$ cat config.mk
export PLATFORM = sky130hd
export DESIGN_NAME = dfe_stage_monitor_flat
export DESIGN_NICKNAME = d
export VERILOG_FILES = /design/src/rtl/dfe_stage_monitor_if.sv /design/src/rtl/dfe_stage_monitor.sv /design/src/flat_wrapper.sv
export SDC_FILE = /design/constraint.sdc
export NUM_CORES = 1
export LEC_CHECK = 0
export CORE_MARGIN = 4
export CORE_UTILIZATION = 40
export CTS_BUF_LIST = sky130_fd_sc_hd__clkbuf_8
export CTS_CLUSTER_DIAMETER = 40
export DETAILED_ROUTE_END_ITERATION = 6
export HOLD_SLACK_MARGIN = 0.08
export PLACE_DENSITY = 0.53
export SYNTH_ARGS = -nofsm -noshare
export SYNTH_HDL_FRONTEND = slang
export SYNTH_SLANG_ARGS = --single-unit
$ cat constraint.sdc
create_clock -name clk -period 6.7 [get_ports clk]
set_clock_uncertainty 0.1 [all_clocks]
set_input_delay 0.67 -clock clk [delete_from_list [all_inputs] [get_ports clk]]
set_output_delay 0.67 -clock clk [all_outputs]
set_load 0.05 [all_outputs]
$ cat src/rtl/dfe_stage_monitor_if.sv
// Bundle between the DFE stage outputs / debug host and dfe_stage_monitor.
// The master drives stage samples and control; the slave returns monitor, flag, counter and readback state.
interface dfe_stage_monitor_if #(
  parameter int DATA_WIDTH = 16,
  parameter int NUM_SRC    = 6,
  parameter int DEPTH      = 64,
  parameter int CNT_WIDTH  = 16
);
  localparam int SEL_W = $clog2(NUM_SRC);
  localparam int AW    = $clog2(DEPTH);

  logic [NUM_SRC-1:0][DATA_WIDTH-1:0] src_data;
  logic [NUM_SRC-1:0]                 src_valid;
  logic [NUM_SRC-1:0]                 src_ovf;
  logic [NUM_SRC-1:0]                 src_unf;
  logic [SEL_W-1:0]                   sel;
  logic                               trig_mode;
  logic [AW:0]                        cap_len;
  logic                               arm;
  logic                               abort;
  logic [NUM_SRC-1:0]                 flag_clr;
  logic                               evt_clr;
  logic                               rd_en;
  logic [AW-1:0]                      rd_addr;
  logic [DATA_WIDTH-1:0]              rd_data;
  logic                               rd_valid;
  logic [DATA_WIDTH-1:0]              mon_out;
  logic                               mon_valid;
  logic [NUM_SRC-1:0]                 sticky_ovf;
  logic [NUM_SRC-1:0]                 sticky_unf;
  logic [CNT_WIDTH-1:0]               evt_cnt;
  logic [1:0]                         state;
  logic [AW:0]                        cap_count;

  modport master (
    output src_data, src_valid, src_ovf, src_unf, sel, trig_mode, cap_len,
           arm, abort, flag_clr, evt_clr, rd_en, rd_addr,
    input  rd_data, rd_valid, mon_out, mon_valid, sticky_ovf, sticky_unf,
           evt_cnt, state, cap_count
  );

  modport slave (
    input  src_data, src_valid, src_ovf, src_unf, sel, trig_mode, cap_len,
           arm, abort, flag_clr, evt_clr, rd_en, rd_addr,
    output rd_data, rd_valid, mon_out, mon_valid, sticky_ovf, sticky_unf,
           evt_cnt, state, cap_count
  );
endinterface

$ cat src/rtl/dfe_stage_monitor.sv
// DFE debug block: observation mux, sticky ovf/unf flags, saturating event counter, triggered capture buffer.
// Monitor and readback are 1-cycle registered; no backpressure, every selected strobe is taken.
module dfe_stage_monitor #(
  parameter int DATA_WIDTH = 16,
  parameter int NUM_SRC    = 6,
  parameter int DEPTH      = 64,
  parameter int CNT_WIDTH  = 16
) (
  input logic                clk,
  input logic                rst_n,
  dfe_stage_monitor_if.slave bus
);
  localparam int SEL_W = $clog2(NUM_SRC);
  localparam int AW    = $clog2(DEPTH);
  localparam int NP    = 1 << SEL_W;

  localparam logic [1:0] ST_IDLE    = 2'b00;
  localparam logic [1:0] ST_ARMED   = 2'b01;
  localparam logic [1:0] ST_CAPTURE = 2'b10;
  localparam logic [1:0] ST_DONE    = 2'b11;

  localparam logic [AW:0]    DEPTH_V = (AW+1)'(DEPTH);
  localparam logic [SEL_W:0] NSRC_V  = (SEL_W+1)'(NUM_SRC);

  // Pad the sources up to a power of two so any select value indexes safely.
  logic [NP-1:0][DATA_WIDTH-1:0] data_ext;
  logic [NP-1:0]                 vld_ext;
  logic [NP-1:0]                 evt_ext;

  for (genvar g = 0; g < NP; g++) begin : g_ext
    if (g < NUM_SRC) begin : g_src
      assign data_ext[g] = bus.src_data[g];
      assign vld_ext[g]  = bus.src_valid[g];
      assign evt_ext[g]  = bus.src_ovf[g] | bus.src_unf[g];
    end else begin : g_pad
      assign data_ext[g] = '0;
      assign vld_ext[g]  = 1'b0;
      assign evt_ext[g]  = 1'b0;
    end
  end

  logic [DATA_WIDTH-1:0] mem [DEPTH];

  logic [DATA_WIDTH-1:0] mon_q;
  logic                  mon_vld_q;
  logic [NUM_SRC-1:0]    sticky_ovf_q;
  logic [NUM_SRC-1:0]    sticky_unf_q;
  logic [CNT_WIDTH-1:0]  evt_q;
  logic [DATA_WIDTH-1:0] rd_q;
  logic                  rd_vld_q;
  logic [1:0]            st_q;
  logic [AW-1:0]         ptr_q;
  logic [AW:0]           cnt_q;
  logic [AW:0]           len_q;
  logic [SEL_W-1:0]      cap_sel_q;

  logic          sel_ok;
  logic [AW:0]   eff_len;
  logic [AW:0]   cnt_nxt;
  logic          wr_en;

  assign sel_ok  = {1'b0, bus.sel} < NSRC_V;
  assign eff_len = (bus.cap_len == '0 || bus.cap_len > DEPTH_V) ? DEPTH_V : bus.cap_len;
  assign cnt_nxt = cnt_q + 1'b1;

  // ARMED only writes the triggering sample; ptr is already 0 there.
  always_comb begin
    wr_en = 1'b0;
    if (rst_n && !bus.abort) begin
      if (st_q == ST_ARMED)
        wr_en = vld_ext[cap_sel_q] & evt_ext[cap_sel_q];
      else if (st_q == ST_CAPTURE)
        wr_en = vld_ext[cap_sel_q];
    end
  end

  always_ff @(posedge clk) begin
    if (wr_en)
      mem[ptr_q] <= data_ext[cap_sel_q];
  end

  always_ff @(posedge clk) begin
    if (!rst_n) begin
      mon_q        <= '0;
      mon_vld_q    <= 1'b0;
      sticky_ovf_q <= '0;
      sticky_unf_q <= '0;
      evt_q        <= '0;
      rd_q         <= '0;
      rd_vld_q     <= 1'b0;
      st_q         <= ST_IDLE;
      ptr_q        <= '0;
      cnt_q        <= '0;
      len_q        <= '0;
      cap_sel_q    <= '0;
    end else begin
      if (sel_ok)
        mon_q <= data_ext[bus.sel];
      mon_vld_q <= sel_ok & vld_ext[bus.sel];

      sticky_ovf_q <= (sticky_ovf_q & ~bus.flag_clr) | bus.src_ovf;
      sticky_unf_q <= (sticky_unf_q & ~bus.flag_clr) | bus.src_unf;

      if (bus.evt_clr)
        evt_q <= '0;
      else if (evt_ext[bus.sel] && evt_q != '1)
        evt_q <= evt_q + 1'b1;

      rd_vld_q <= bus.rd_en;
      if (bus.rd_en)
        rd_q <= mem[bus.rd_addr];

      case (st_q)
        ST_IDLE, ST_DONE: begin
          if (bus.arm && bus.abort) begin
            st_q <= ST_IDLE;
          end else if (bus.arm) begin
            cnt_q     <= '0;
            ptr_q     <= '0;
            len_q     <= eff_len;
            cap_sel_q <= bus.sel;
            st_q      <= bus.trig_mode ? ST_ARMED : ST_CAPTURE;
          end
        end
        ST_ARMED, ST_CAPTURE: begin
          if (bus.abort) begin
            st_q <= ST_IDLE;
          end else if (wr_en) begin
            ptr_q <= ptr_q + 1'b1;
            cnt_q <= cnt_nxt;
            st_q  <= (cnt_nxt == len_q) ? ST_DONE : ST_CAPTURE;
          end
        end
        default: st_q <= ST_IDLE;
      endcase
    end
  end

  assign bus.mon_out    = mon_q;
  assign bus.mon_valid  = mon_vld_q;
  assign bus.sticky_ovf = sticky_ovf_q;
  assign bus.sticky_unf = sticky_unf_q;
  assign bus.evt_cnt    = evt_q;
  assign bus.rd_data    = rd_q;
  assign bus.rd_valid   = rd_vld_q;
  assign bus.state      = st_q;
  assign bus.cap_count  = cnt_q;
endmodule
$ cat src/flat_wrapper.sv
// flat-port wrapper written by rule: the top's interface ports become plain ports
module dfe_stage_monitor_flat 
#(
  parameter int DATA_WIDTH = 16,
  parameter int NUM_SRC    = 6,
  parameter int DEPTH      = 64,
  parameter int CNT_WIDTH  = 16
)
  (clk, rst_n, bus_src_data, bus_src_valid, bus_src_ovf, bus_src_unf, bus_sel, bus_trig_mode, bus_cap_len, bus_arm, bus_abort, bus_flag_clr, bus_evt_clr, bus_rd_en, bus_rd_addr, bus_rd_data, bus_rd_valid, bus_mon_out, bus_mon_valid, bus_sticky_ovf, bus_sticky_unf, bus_evt_cnt, bus_state, bus_cap_count);
  dfe_stage_monitor_if #(.DATA_WIDTH(DATA_WIDTH), .NUM_SRC(NUM_SRC), .DEPTH(DEPTH), .CNT_WIDTH(CNT_WIDTH)) bus_i ();
  input logic clk;
  input logic rst_n;
  input wire logic [$bits(bus_i.src_data)-1:0] bus_src_data;
  input wire logic [$bits(bus_i.src_valid)-1:0] bus_src_valid;
  input wire logic [$bits(bus_i.src_ovf)-1:0] bus_src_ovf;
  input wire logic [$bits(bus_i.src_unf)-1:0] bus_src_unf;
  input wire logic [$bits(bus_i.sel)-1:0] bus_sel;
  input wire logic [$bits(bus_i.trig_mode)-1:0] bus_trig_mode;
  input wire logic [$bits(bus_i.cap_len)-1:0] bus_cap_len;
  input wire logic [$bits(bus_i.arm)-1:0] bus_arm;
  input wire logic [$bits(bus_i.abort)-1:0] bus_abort;
  input wire logic [$bits(bus_i.flag_clr)-1:0] bus_flag_clr;
  input wire logic [$bits(bus_i.evt_clr)-1:0] bus_evt_clr;
  input wire logic [$bits(bus_i.rd_en)-1:0] bus_rd_en;
  input wire logic [$bits(bus_i.rd_addr)-1:0] bus_rd_addr;
  output wire logic [$bits(bus_i.rd_data)-1:0] bus_rd_data;
  output wire logic [$bits(bus_i.rd_valid)-1:0] bus_rd_valid;
  output wire logic [$bits(bus_i.mon_out)-1:0] bus_mon_out;
  output wire logic [$bits(bus_i.mon_valid)-1:0] bus_mon_valid;
  output wire logic [$bits(bus_i.sticky_ovf)-1:0] bus_sticky_ovf;
  output wire logic [$bits(bus_i.sticky_unf)-1:0] bus_sticky_unf;
  output wire logic [$bits(bus_i.evt_cnt)-1:0] bus_evt_cnt;
  output wire logic [$bits(bus_i.state)-1:0] bus_state;
  output wire logic [$bits(bus_i.cap_count)-1:0] bus_cap_count;
  assign bus_i.src_data = bus_src_data;
  assign bus_i.src_valid = bus_src_valid;
  assign bus_i.src_ovf = bus_src_ovf;
  assign bus_i.src_unf = bus_src_unf;
  assign bus_i.sel = bus_sel;
  assign bus_i.trig_mode = bus_trig_mode;
  assign bus_i.cap_len = bus_cap_len;
  assign bus_i.arm = bus_arm;
  assign bus_i.abort = bus_abort;
  assign bus_i.flag_clr = bus_flag_clr;
  assign bus_i.evt_clr = bus_evt_clr;
  assign bus_i.rd_en = bus_rd_en;
  assign bus_i.rd_addr = bus_rd_addr;
  assign bus_rd_data = bus_i.rd_data;
  assign bus_rd_valid = bus_i.rd_valid;
  assign bus_mon_out = bus_i.mon_out;
  assign bus_mon_valid = bus_i.mon_valid;
  assign bus_sticky_ovf = bus_i.sticky_ovf;
  assign bus_sticky_unf = bus_i.sticky_unf;
  assign bus_evt_cnt = bus_i.evt_cnt;
  assign bus_state = bus_i.state;
  assign bus_cap_count = bus_i.cap_count;
  dfe_stage_monitor #(.DATA_WIDTH(DATA_WIDTH), .NUM_SRC(NUM_SRC), .DEPTH(DEPTH), .CNT_WIDTH(CNT_WIDTH)) u_core (.clk(clk), .rst_n(rst_n), .bus(bus_i));
endmodule
==> impl_metrics.env, run 1 <==
export IMPL_peakVddDrop_mv=0.143
export IMPL_synth_edf_count=1024
export IMPL_post_cts_hold_buffer_count=0
export IMPL_h_tree_depth=4
export IMPL_p_switching_w=0.00360
export IMPL_cts_tree="built"
export IMPL_final_nets=3076
export IMPL_core_sq_um=111000
export IMPL_layout_common_cells="1024 x edfxtp_1, 306 x mux2i_1, 209 x clkdlybuf4s50_1"
export IMPL_syn2layout_area_growth_pct=17.5
export IMPL_drive_gt1_share_pct=17.7
export IMPL_clock_latency_ps=840
export IMPL_cts_sinks=1111
export IMPL_ys_warn_count=0
export IMPL_fin_crit_ps=3700
export IMPL_sw_frac_of_total_pct=24.4
export IMPL_power_leakage_nw=17.5
export IMPL_finalMaxSlewViolations=0
export IMPL_async_flop_share_pct=0
export IMPL_end_kind="register"
export IMPL_die_x_um=343
export IMPL_ios=214
export IMPL_ant_nets=0
export IMPL_die_h_um=343
export IMPL_layout_commonest_cell="edfxtp_1"
export IMPL_slew_headroom_pct=8.35
export IMPL_crit_family="simple AND/OR/NAND/NOR gates"
export IMPL_cap_viol_max_count=0
export IMPL_power_w=0.0148
export IMPL_setup_tns_ps=0
export IMPL_cp_max_fo=39
export IMPL_place_congestion=0.833
export IMPL_slowest_delay_ps=620
export IMPL_start_util_pct=40.4
export IMPL_antenna_found_initial=2
export IMPL_synth_seq_area_share_pct=72.6
export IMPL_ys_ff_latch=1111
export IMPL_grt_overflow_total=0
export IMPL_p_per_area_nw_per_um2=281
export IMPL_internal_power_w=0.0112
export IMPL_final_hold_viol_count=0
export IMPL_cp_cell_sequence="buf_4 > nand2_1 > a21o_1 > a31oi_4 > o211a_1 > nand3_1 > nor2_1 > buf_4"
export IMPL_syn_nets=2732
export IMPL_synthDistinctLibCells=63
export IMPL_grt_usage_pct=20.9
export IMPL_seq_power_share_pct=53.1
export IMPL_root_buffer="clkbuf_8"
export IMPL_final_cells=4560
export IMPL_grt_pass1_wl_mm=179
export IMPL_hp_class="primary input to register"
export IMPL_combPwrFrac_pct=8.9
export IMPL_synth_cells=2584
export IMPL_first_pass_iters=6
export IMPL_setup_viol=0
export IMPL_wl_mm=123
export IMPL_tightest_slew_ps=1370
export IMPL_avgSynthCellArea_sq_um=17.3
export IMPL_dpl_hpwl_mm=76.1
export IMPL_post_cts_setup_buffers=0
export IMPL_drc=0
export IMPL_critPathLaunchType="register"
export IMPL_grt_max_degree=104
export IMPL_outcome="finished, final reports clean"
export IMPL_dr_total_vias=25108
export IMPL_rows=122
export IMPL_avgRoutedWirePerCell_um=26.9
export IMPL_syn_area_sq_um=44800
export IMPL_port_buffer_count=213
export IMPL_fmax_mhz=270
export IMPL_dp_cells=4228
export IMPL_cp_required_ps=7080
export IMPL_cts_path_max_buffers=3
export IMPL_ys_flop_type="edfxtp_1"
export IMPL_drt_iter0_drc=2362
export IMPL_rsz0062_at_grt="no"
export IMPL_cts_resized=0
export IMPL_period_share_pct=55.2
export IMPL_cts_buffers=186
export IMPL_crit_type="register to register"
export IMPL_crit_arrival_ps=4080
export IMPL_grt_pass1_vias=25922
export IMPL_clockPowerShare_pct=38.0
export IMPL_vias_per_cell=5.51
export IMPL_crit_path_top_delay_cell="nand3_1"
export IMPL_path_clk_slew_ps=60
export IMPL_dieArea_sq_um=117000
export IMPL_crit_top_cell="buf_4"
export IMPL_path_buf_inv=2
[cells by family after synthesis]
kind of cell | synth area share [%]
flops | 72.6
simple gates | 5.32
mux | 15.0
compound gates | 4.67
buf+inv | 1.85
xor+xnor | 0.430
fa+ha+maj | 0.140
[cell usage after synthesis, drive strengths merged (2+ instances only)]
master	n	share of area (%)
a211oi	2	0.045
a21boi	2	0.034
a21oi	128	1.4
a221o	17	0.38
a22oi	97	1.6
a31oi	6	0.12
and2	2	0.028
and3	8	0.11
buf	82	0.95
clkbuf	74	0.62
dfxtp	87	3.9
edfxtp	1024	69
ha	5	0.14
inv	33	0.28
mux2i	306	6.8
mux4	162	8.1
nand2	74	0.62
nand2b	5	0.070
nand3	87	0.97
nand3b	13	0.22
nand4	38	0.53
nor2	129	1.1
nor2b	69	0.96
nor3	9	0.10
nor3b	21	0.35
nor4	6	0.084
o211a	2	0.061
o211ai	7	0.12
o21ai	25	0.28
o22ai	16	0.22
o31ai	3	0.050
o41ai	2	0.056
or3	2	0.028
or3b	3	0.059
xnor2	16	0.31
xor2	6	0.12
[registers in the layout, indices dropped and copies added (netlist names)]
register and count:
u_core.ptr_q 6, u_core.bus.state 2, u_core.bus.cap_count 7, u_core.bus.rd_valid 1
u_core.len_q 7, u_core.bus.sticky_unf 6, u_core.mem 1024, u_core.cap_sel_q 3
u_core.bus.mon_valid 1, u_core.bus.evt_cnt 16, u_core.bus.mon_out 16, u_core.bus.rd_data 16
u_core.bus.sticky_ovf 6
[tightest hold or removal path: stages]
cell and delay (ps):
clkdlybuf4s50_1 480, a21oi_1 50, nor2_1 70
[layer usage]
| metal | part of all wire, % | vias up | routed length, um | GRT usage [%] |
|---|---|---|---|---|
| met1 | 45 | 13128 | 55400 | 30.1 |
| met3 | 6.1 | 164 | 7440 | 4.15 |
| li1 | - | 11020 | - | - |
| met2 | 47 | 796 | 57300 | 32.4 |
| met4 | 2.2 | 0 | 2690 | 5.94 |
| met5 | 0 | - | 0 | 0 |
[metrics by stage]
| stage | setup slack [ps] | util, % | hold WS, ps | area, sq um |
|---|---|---|---|---|
| after floorplan | 2900 | - | 343 | 44800 |
| after global placement | 2680 | 44.3 | 358 | 49100 |
| after detailed placement | 2580 | 44.3 | 362 | 49100 |
| after CTS | 2900 | 47.4 | 272 | 52600 |
| after global routing | 2710 | 47.5 | 321 | 52600 |
| final | 3000 | 47.5 | 362 | 52600 |
[power groups by stage]
stage,registers (W),logic (W),clock network (W)
finish,0.00785,0.00132,0.00561
global route,0.00784,0.00141,0.00610
CTS,0.00784,0.00135,0.00576
detailed placement,0.00799,0.00134,0
global placement,0.00799,0.00131,0
floorplan,0.00808,0.000623,0
[final cells by class]
| class | instances | area [sq um] |
|---|---|---|
| antenna | 5 | 12.5 |
| timing repair buffer | 312 | 2940 |
| clock buffer | 194 | 2670 |
| inverter | 34 | 128 |
| clock inverter | 133 | 778 |
| sequential | 1111 | 32500 |
| multi-input combinational | 1283 | 11700 |
| tap | 1488 | 1860 |
| fill | 9530 | 58200 |
[worst paths after layout]
check                      startpoint                        to  slack, ps  cells after the start
setup / recovery  u_core.cap_sel_q[0]        u_core.mem[45][14]       3000                      8
hold / removal         bus_src_unf[3]  u_core.bus.sticky_unf[3]        360                      3
setup reg to reg  u_core.cap_sel_q[0]        u_core.mem[45][14]       3000                      8
hold reg to reg       u_core.len_q[1]           u_core.len_q[1]        360                      2
Note: power is estimated with default switching activity, not from simulation.
==> inputs of run 2 (changes only) <==
--- a/config.mk
+++ b/config.mk
@@ -11,7 +11,7 @@
 export CTS_CLUSTER_DIAMETER = 40
 export DETAILED_ROUTE_END_ITERATION = 6
 export HOLD_SLACK_MARGIN = 0.08
-export PLACE_DENSITY = 0.53
+export PLACE_DENSITY = 0.55
 export SYNTH_ARGS = -nofsm -noshare
 export SYNTH_HDL_FRONTEND = slang
 export SYNTH_SLANG_ARGS = --single-unit
==> constraint.sdc (replaced) <==
create_clock -name clk -period 3.3 [get_ports clk]
set_clock_uncertainty 0.1 [all_clocks]
set_input_delay 0.33 -clock clk [delete_from_list [all_inputs] [get_ports clk]]
set_output_delay 0.33 -clock clk [all_outputs]
set_load 0.05 [all_outputs]
==> run 2 against run 1 <==
  * Sequential cell count stayed put
  * Clock power is 110% higher
  * Worst setup slack worse by 2600 ps
==> impl_metrics.env, run 2 (synthesis results as in run 1) <==
export IMPL_setup_tns_ps=0
export IMPL_tightest_slew_ps=1170
export IMPL_start_util_pct=40.4
export IMPL_die_x_um=343
export IMPL_cp_depth=9
export IMPL_slew_headroom_pct=22.0
export IMPL_setup_ws_ps=354
export IMPL_cp_cell_sequence="inv_1 > ha_1 > nor3b_1 > o41ai_2 > o211a_1 > nand4b_1 > buf_4 > nor2_1 > buf_4"
export IMPL_port_buffer_count=213
export IMPL_layout_commonest_cell="edfxtp_1"
export IMPL_crit_arrival_ps=3340
export IMPL_hp_class="primary input to register"
export IMPL_grt_overflow_total=0
export IMPL_dpl_hpwl_mm=78.8
export IMPL_slowest_delay_ps=460
export IMPL_grt_pass1_vias=26139
export IMPL_outcome="finished, final reports clean"
export IMPL_final_hold_viol_count=0
export IMPL_cts_sinks=1111
export IMPL_drt_iter0_drc=2580
export IMPL_crit_type="register to register"
export IMPL_pre_cts_ws_ps=245
export IMPL_cp_required_ps=3690
export IMPL_rsz0062_at_grt="no"
export IMPL_rows=122
export IMPL_crit_family="compound AO/OA/AOI/OAI gates"
export IMPL_grt_pass1_wl_mm=179
export IMPL_ant_nets=0
export IMPL_finalMaxSlewViolations=0
export IMPL_path_buf_inv=3
export IMPL_wl_mm=124
export IMPL_period_share_pct=89.3
export IMPL_root_buffer="clkbuf_8"
export IMPL_crit_path_top_delay_cell="o211a_1"
export IMPL_antenna_found_initial=7
export IMPL_grt_usage_pct=20.9
export IMPL_clock_latency_ps=840
export IMPL_final_nets=3184
export IMPL_end_kind="register"
export IMPL_avgRoutedWirePerCell_um=26.4
export IMPL_cap_viol_max_count=0
export IMPL_core_sq_um=111000
export IMPL_grt_max_degree=71
export IMPL_peakVddDrop_mv=0.269
export IMPL_setup_viol=0
export IMPL_syn2layout_area_growth_pct=21.6
export IMPL_critPathLaunchType="register"
export IMPL_cts_buffers=188
export IMPL_place_congestion=0.861
export IMPL_hold_ws_ps=217
export IMPL_largest_register="u_core.mem"
export IMPL_cts_tree="built"
export IMPL_reg2reg_depth=9
export IMPL_drc=0
export IMPL_vias_per_cell=5.48
export IMPL_h_tree_depth=4
export IMPL_cts_resized=0
export IMPL_dr_total_vias=25665
export IMPL_dp_cells=4299
export IMPL_drive_gt1_share_pct=19.8
export IMPL_die_h_um=343
export IMPL_first_pass_iters=5
export IMPL_fmax_mhz=339
export IMPL_fin_crit_ps=2950
export IMPL_cts_path_max_buffers=3
export IMPL_final_cells=4681
export IMPL_crit_top_cell="buf_4"
export IMPL_p_per_area_nw_per_um2=561
export IMPL_ios=214
export IMPL_dieArea_sq_um=117000
export IMPL_cp_max_fo=16
export IMPL_path_clk_slew_ps=60
export IMPL_min_path_cells=4
export IMPL_power_leakage_nw=18.3
export IMPL_layout_common_cells="1024 x edfxtp_1, 306 x mux2i_1, 209 x clkdlybuf4s50_1"
export IMPL_largest_register_ffs=1024
==> run 2: cell types whose count changed in the layout (fill, tap and decap cells not counted), sizes merged, moves of 2 or more <==
cell / previous run / this run
clkinvlp: 10 / 12
clkinv: 57 / 80
buf: 102 / 173
inv: 93 / 81
dlygate4sd3: 0 / 35
==> run 2: what timing repair did <==
item                                    in CTS  in global routing
hold endpoints to repair                    27                  0
endpoints found under the setup margin       0                  0
buffers inserted                             0                  0
hold buffers                                35                  0
==> run 2: layer usage <==
layer	vias to the layer above	routed length (um)	track usage [%]
met1	13168	54900	30.3
met5	-	0	0
met4	0	2600	5.68
li1	11264	-	-
met2	1056	57000	32.2
met3	177	9310	4.45
==> run 2: report_power, final <==
part	internal (W)	total (W)	leakage, nW	switching (W)
Clock	0.00613	0.0117	1.98	0.00553
Sequential	0.0159	0.0159	9.92	0.0000752
Combinational	0.00101	0.00297	6.36	0.00197
Total	0.0230	0.0306	18.3	0.00757
==> run 2: final timing paths <==
check	start	endpoint	slack (ps)
max	u_core.bus.state[1]	u_core.mem[6][14]	350
min	bus_arm	u_core.bus.state[1]	220
max reg2reg	u_core.bus.state[1]	u_core.mem[6][14]	350
min reg2reg	u_core.len_q[1]	u_core.len_q[1]	370
==> run 2: metrics by stage <==
| stage | total power, W | area, sq um | util (%) |
|---|---|---|---|
| global route | 0.0317 | 54400 | 49.1 |
| global placement | 0.0191 | 50500 | 45.5 |
| floorplan | 0.0177 | 44800 | - |
| CTS | 0.0309 | 54400 | 49.1 |
| finish | 0.0306 | 54400 | 49.1 |
| detailed placement | 0.0192 | 50500 | 45.5 |
==> run 2: layout make-up <==
type / count / area [sq um]
clock buffers: 194 / 2670
multi-input cells: 1283 / 11700
fillers: 9284 / 56400
diodes: 6 / 15.0
well taps: 1488 / 1860
repair buffers: 418 / 4650
inverters: 34 / 128
clock inverters: 147 / 927
flip-flops and latches: 1111 / 32500
==> run 2: worst min-delay path: stages <==
cell             delay [ps]
clkdlybuf4s50_1         440
nand2_1                 120
a221o_1                 150
a21oi_1                  60
==> inputs of run 3 (changes only) <==
==> constraint.sdc (replaced) <==
create_clock -name clk -period 2.6 [get_ports clk]
set_clock_uncertainty 0.1 [all_clocks]
set_input_delay 0.26 -clock clk [delete_from_list [all_inputs] [get_ports clk]]
set_output_delay 0.26 -clock clk [all_outputs]
set_load 0.05 [all_outputs]
==> run 3 against run 2 <==
  * Cell area is 3.4% higher
  * Hold slack worse by 47 ps
  * Cell count is 3.2% higher
  * Via count is 1.9% higher
  * Sequential power is 27% higher
  * Register-to-register slack worse by 260 ps
  * Sequential cell count stayed put
==> impl_metrics.env, run 3 (synthesis results as in run 1) <==
export IMPL_outcome="finished, final reports clean"
export IMPL_cts_sinks=1111
export IMPL_p_switching_w=0.00972
export IMPL_combPwrFrac_pct=10.3
export IMPL_dr_total_vias=26154
export IMPL_slew_headroom_pct=48.8
export IMPL_rows=122
export IMPL_path_buf_inv=5
export IMPL_cts_buffers=188
export IMPL_post_cts_setup_buffers=0
export IMPL_avgRoutedWirePerCell_um=25.9
export IMPL_sw_frac_of_total_pct=24.3
export IMPL_seq_power_share_pct=50.4
export IMPL_cp_cell_sequence="dlygate4sd3_1 > clkdlybuf4s50_1 > nor2_1 > a211o_1 > a31oi_4 > o211a_1 > buf_12 > nand4b_1 > buf_6 > nor2_2 > buf_12"
export IMPL_fin_util_pct=50.8
export IMPL_rrSetupSlack_ps=90
export IMPL_ios=214
export IMPL_die_h_um=343
export IMPL_port_buffer_count=213
export IMPL_cap_viol_max_count=0
export IMPL_crit_top_cell="buf_12"
export IMPL_tightest_slew_ps=768
export IMPL_drive_gt1_share_pct=23.5
export IMPL_crit_arrival_ps=2980
export IMPL_fmax_mhz=392
export IMPL_end_kind="register"
export IMPL_cts_tree="built"
export IMPL_grt_overflow_total=0
export IMPL_largest_register_ffs=1024
export IMPL_final_nets=3333
export IMPL_grt_pass1_wl_mm=182
export IMPL_dpl_hpwl_mm=84.6
export IMPL_start_util_pct=40.4
export IMPL_placedInstanceArea_sq_um=52000
export IMPL_setup_viol=0
export IMPL_cp_depth=11
export IMPL_internal_power_w=0.0303
export IMPL_dieArea_sq_um=117000
export IMPL_period_share_pct=98.0
export IMPL_ant_nets=0
export IMPL_p_per_area_nw_per_um2=711
export IMPL_syn2layout_area_growth_pct=25.8
export IMPL_peakVddDrop_mv=0.410
export IMPL_hp_class="primary input to register"
export IMPL_reg2reg_depth=10
export IMPL_antenna_found_initial=7
export IMPL_largest_register="u_core.mem"
export IMPL_clock_latency_ps=840
export IMPL_crit_family="buffers and inverters"
export IMPL_path_clk_slew_ps=50
export IMPL_grt_usage_pct=21.2
export IMPL_slowest_delay_ps=550
export IMPL_layout_commonest_cell="edfxtp_1"
export IMPL_n_fill_cell=9297
export IMPL_grt_max_degree=52
export IMPL_finalMaxSlewViolations=0
export IMPL_cp_startpoint="bus_src_ovf[0]"
export IMPL_core_sq_um=111000
export IMPL_place_congestion=0.861
export IMPL_drt_iter0_drc=2681
export IMPL_power_leakage_nw=19.4
export IMPL_cp_max_fo=16
export IMPL_h_tree_depth=4
export IMPL_first_pass_iters=6
export IMPL_fin_area_sq_um=56300
export IMPL_root_buffer="clkbuf_8"
export IMPL_layout_common_cells="1024 x edfxtp_1, 306 x mux2i_1, 198 x clkbuf_8"
export IMPL_critPathLaunchType="primary input"
export IMPL_crit_path_top_delay_cell="dlygate4sd3_1"
export IMPL_clockPowerShare_pct=39.3
export IMPL_vias_per_cell=5.41
export IMPL_rsz0062_at_grt="yes"
export IMPL_cp_required_ps=3030
export IMPL_crit_path_end="u_core.mem[22][11]"
export IMPL_cts_path_max_buffers=3
export IMPL_crit_type="primary input to register"
export IMPL_rr_startpoint="u_core.bus.state[1]"
export IMPL_die_x_um=343
export IMPL_worst_r2r_endpoint="u_core.mem[22][11]"
export IMPL_fin_crit_ps=2550
export IMPL_grt_pass1_vias=27125
export IMPL_wl_mm=125
export IMPL_final_hold_viol_count=0
export IMPL_drc=0
## run 3: cell count changes in the layout (fill, tap and decap cells not counted), sizes merged, moves of 3 or more
cell	delta
bufinv	+8
inv	+12
clkdlybuf4s50	-12
dlygate4sd3	+9
clkinv	-11
dlygate4sd2	+11
clkbuf	+3
buf	+140
clkinvlp	-6
diode	-4
## run 3: final cells by class
class	instances	area, sq um	share of cell area, %
Sequential cell	1111	32500	57.7
Multi-Input combinational cell	1283	11700	20.9
Timing Repair Buffer	567	6260	11.1
Clock buffer	197	2710	4.81
Tap cell	1488	1860	3.31
Clock inverter	150	1100	1.95
Inverter	34	128	0.227
Antenna cell	2	5.00	0.00889
## run 3: tightest hold or removal path: stages
cell	delay, ps
clkdlybuf4s50_1	420
mux2i_1	130
o21ai_0	80
mux2i_1	120
nor2_1	50
## run 3: timing repair
action	4_1_cts	5_1_grt
endpoints found under the setup margin	73	93
pin swaps	2	0
hold buffers	44	0
hold endpoints to repair	37	0
gates resized for setup	12	16
## run 3: per-layer routing
layer  vias up  routed length (um)  track usage (%)
met1     13408               53900             30.1
met4         0                2600             6.08
met2      1019               59800             33.7
met5         -                   0                0
met3       171                8970             4.00
li1      11556                   -                -
## run 3: how the worst min path moves through the flow
stage,from,end,cells after the start
floorplan,bus_src_ovf[0],u_core.bus.sticky_ovf[0],2
global placement,u_core.len_q[0],u_core.len_q[0],2
detailed placement,u_core.len_q[0],u_core.len_q[0],2
CTS,bus_src_data[85],u_core.bus.mon_out[5],5
global route,bus_src_data[35],u_core.bus.mon_out[3],4
finish,bus_src_data[85],u_core.bus.mon_out[5],5
## run 3: power groups by stage
stage	combinational [W]	sequential, W	clock, W
after detailed placement	0.00411	0.0206	0
final	0.00412	0.0202	0.0157
after global placement	0.00404	0.0206	0
after global routing	0.00434	0.0202	0.0170
after floorplan	0.00167	0.0208	0
after CTS	0.00416	0.0202	0.0161
## run 3: metrics by stage
step                      TNS, ps  hold WS (ps)  setup slack, ps  power (W)  std cells
after global placement    -111930           359             -321     0.0246       4439
after global routing         -857           167            -30.2     0.0416       4832
final                           0           170             51.9     0.0400       4832
after CTS                       0          81.6             3.56     0.0405       4830
after floorplan           -618990           277             -689     0.0225       2584
after detailed placement  -118030           360             -318     0.0247       4439
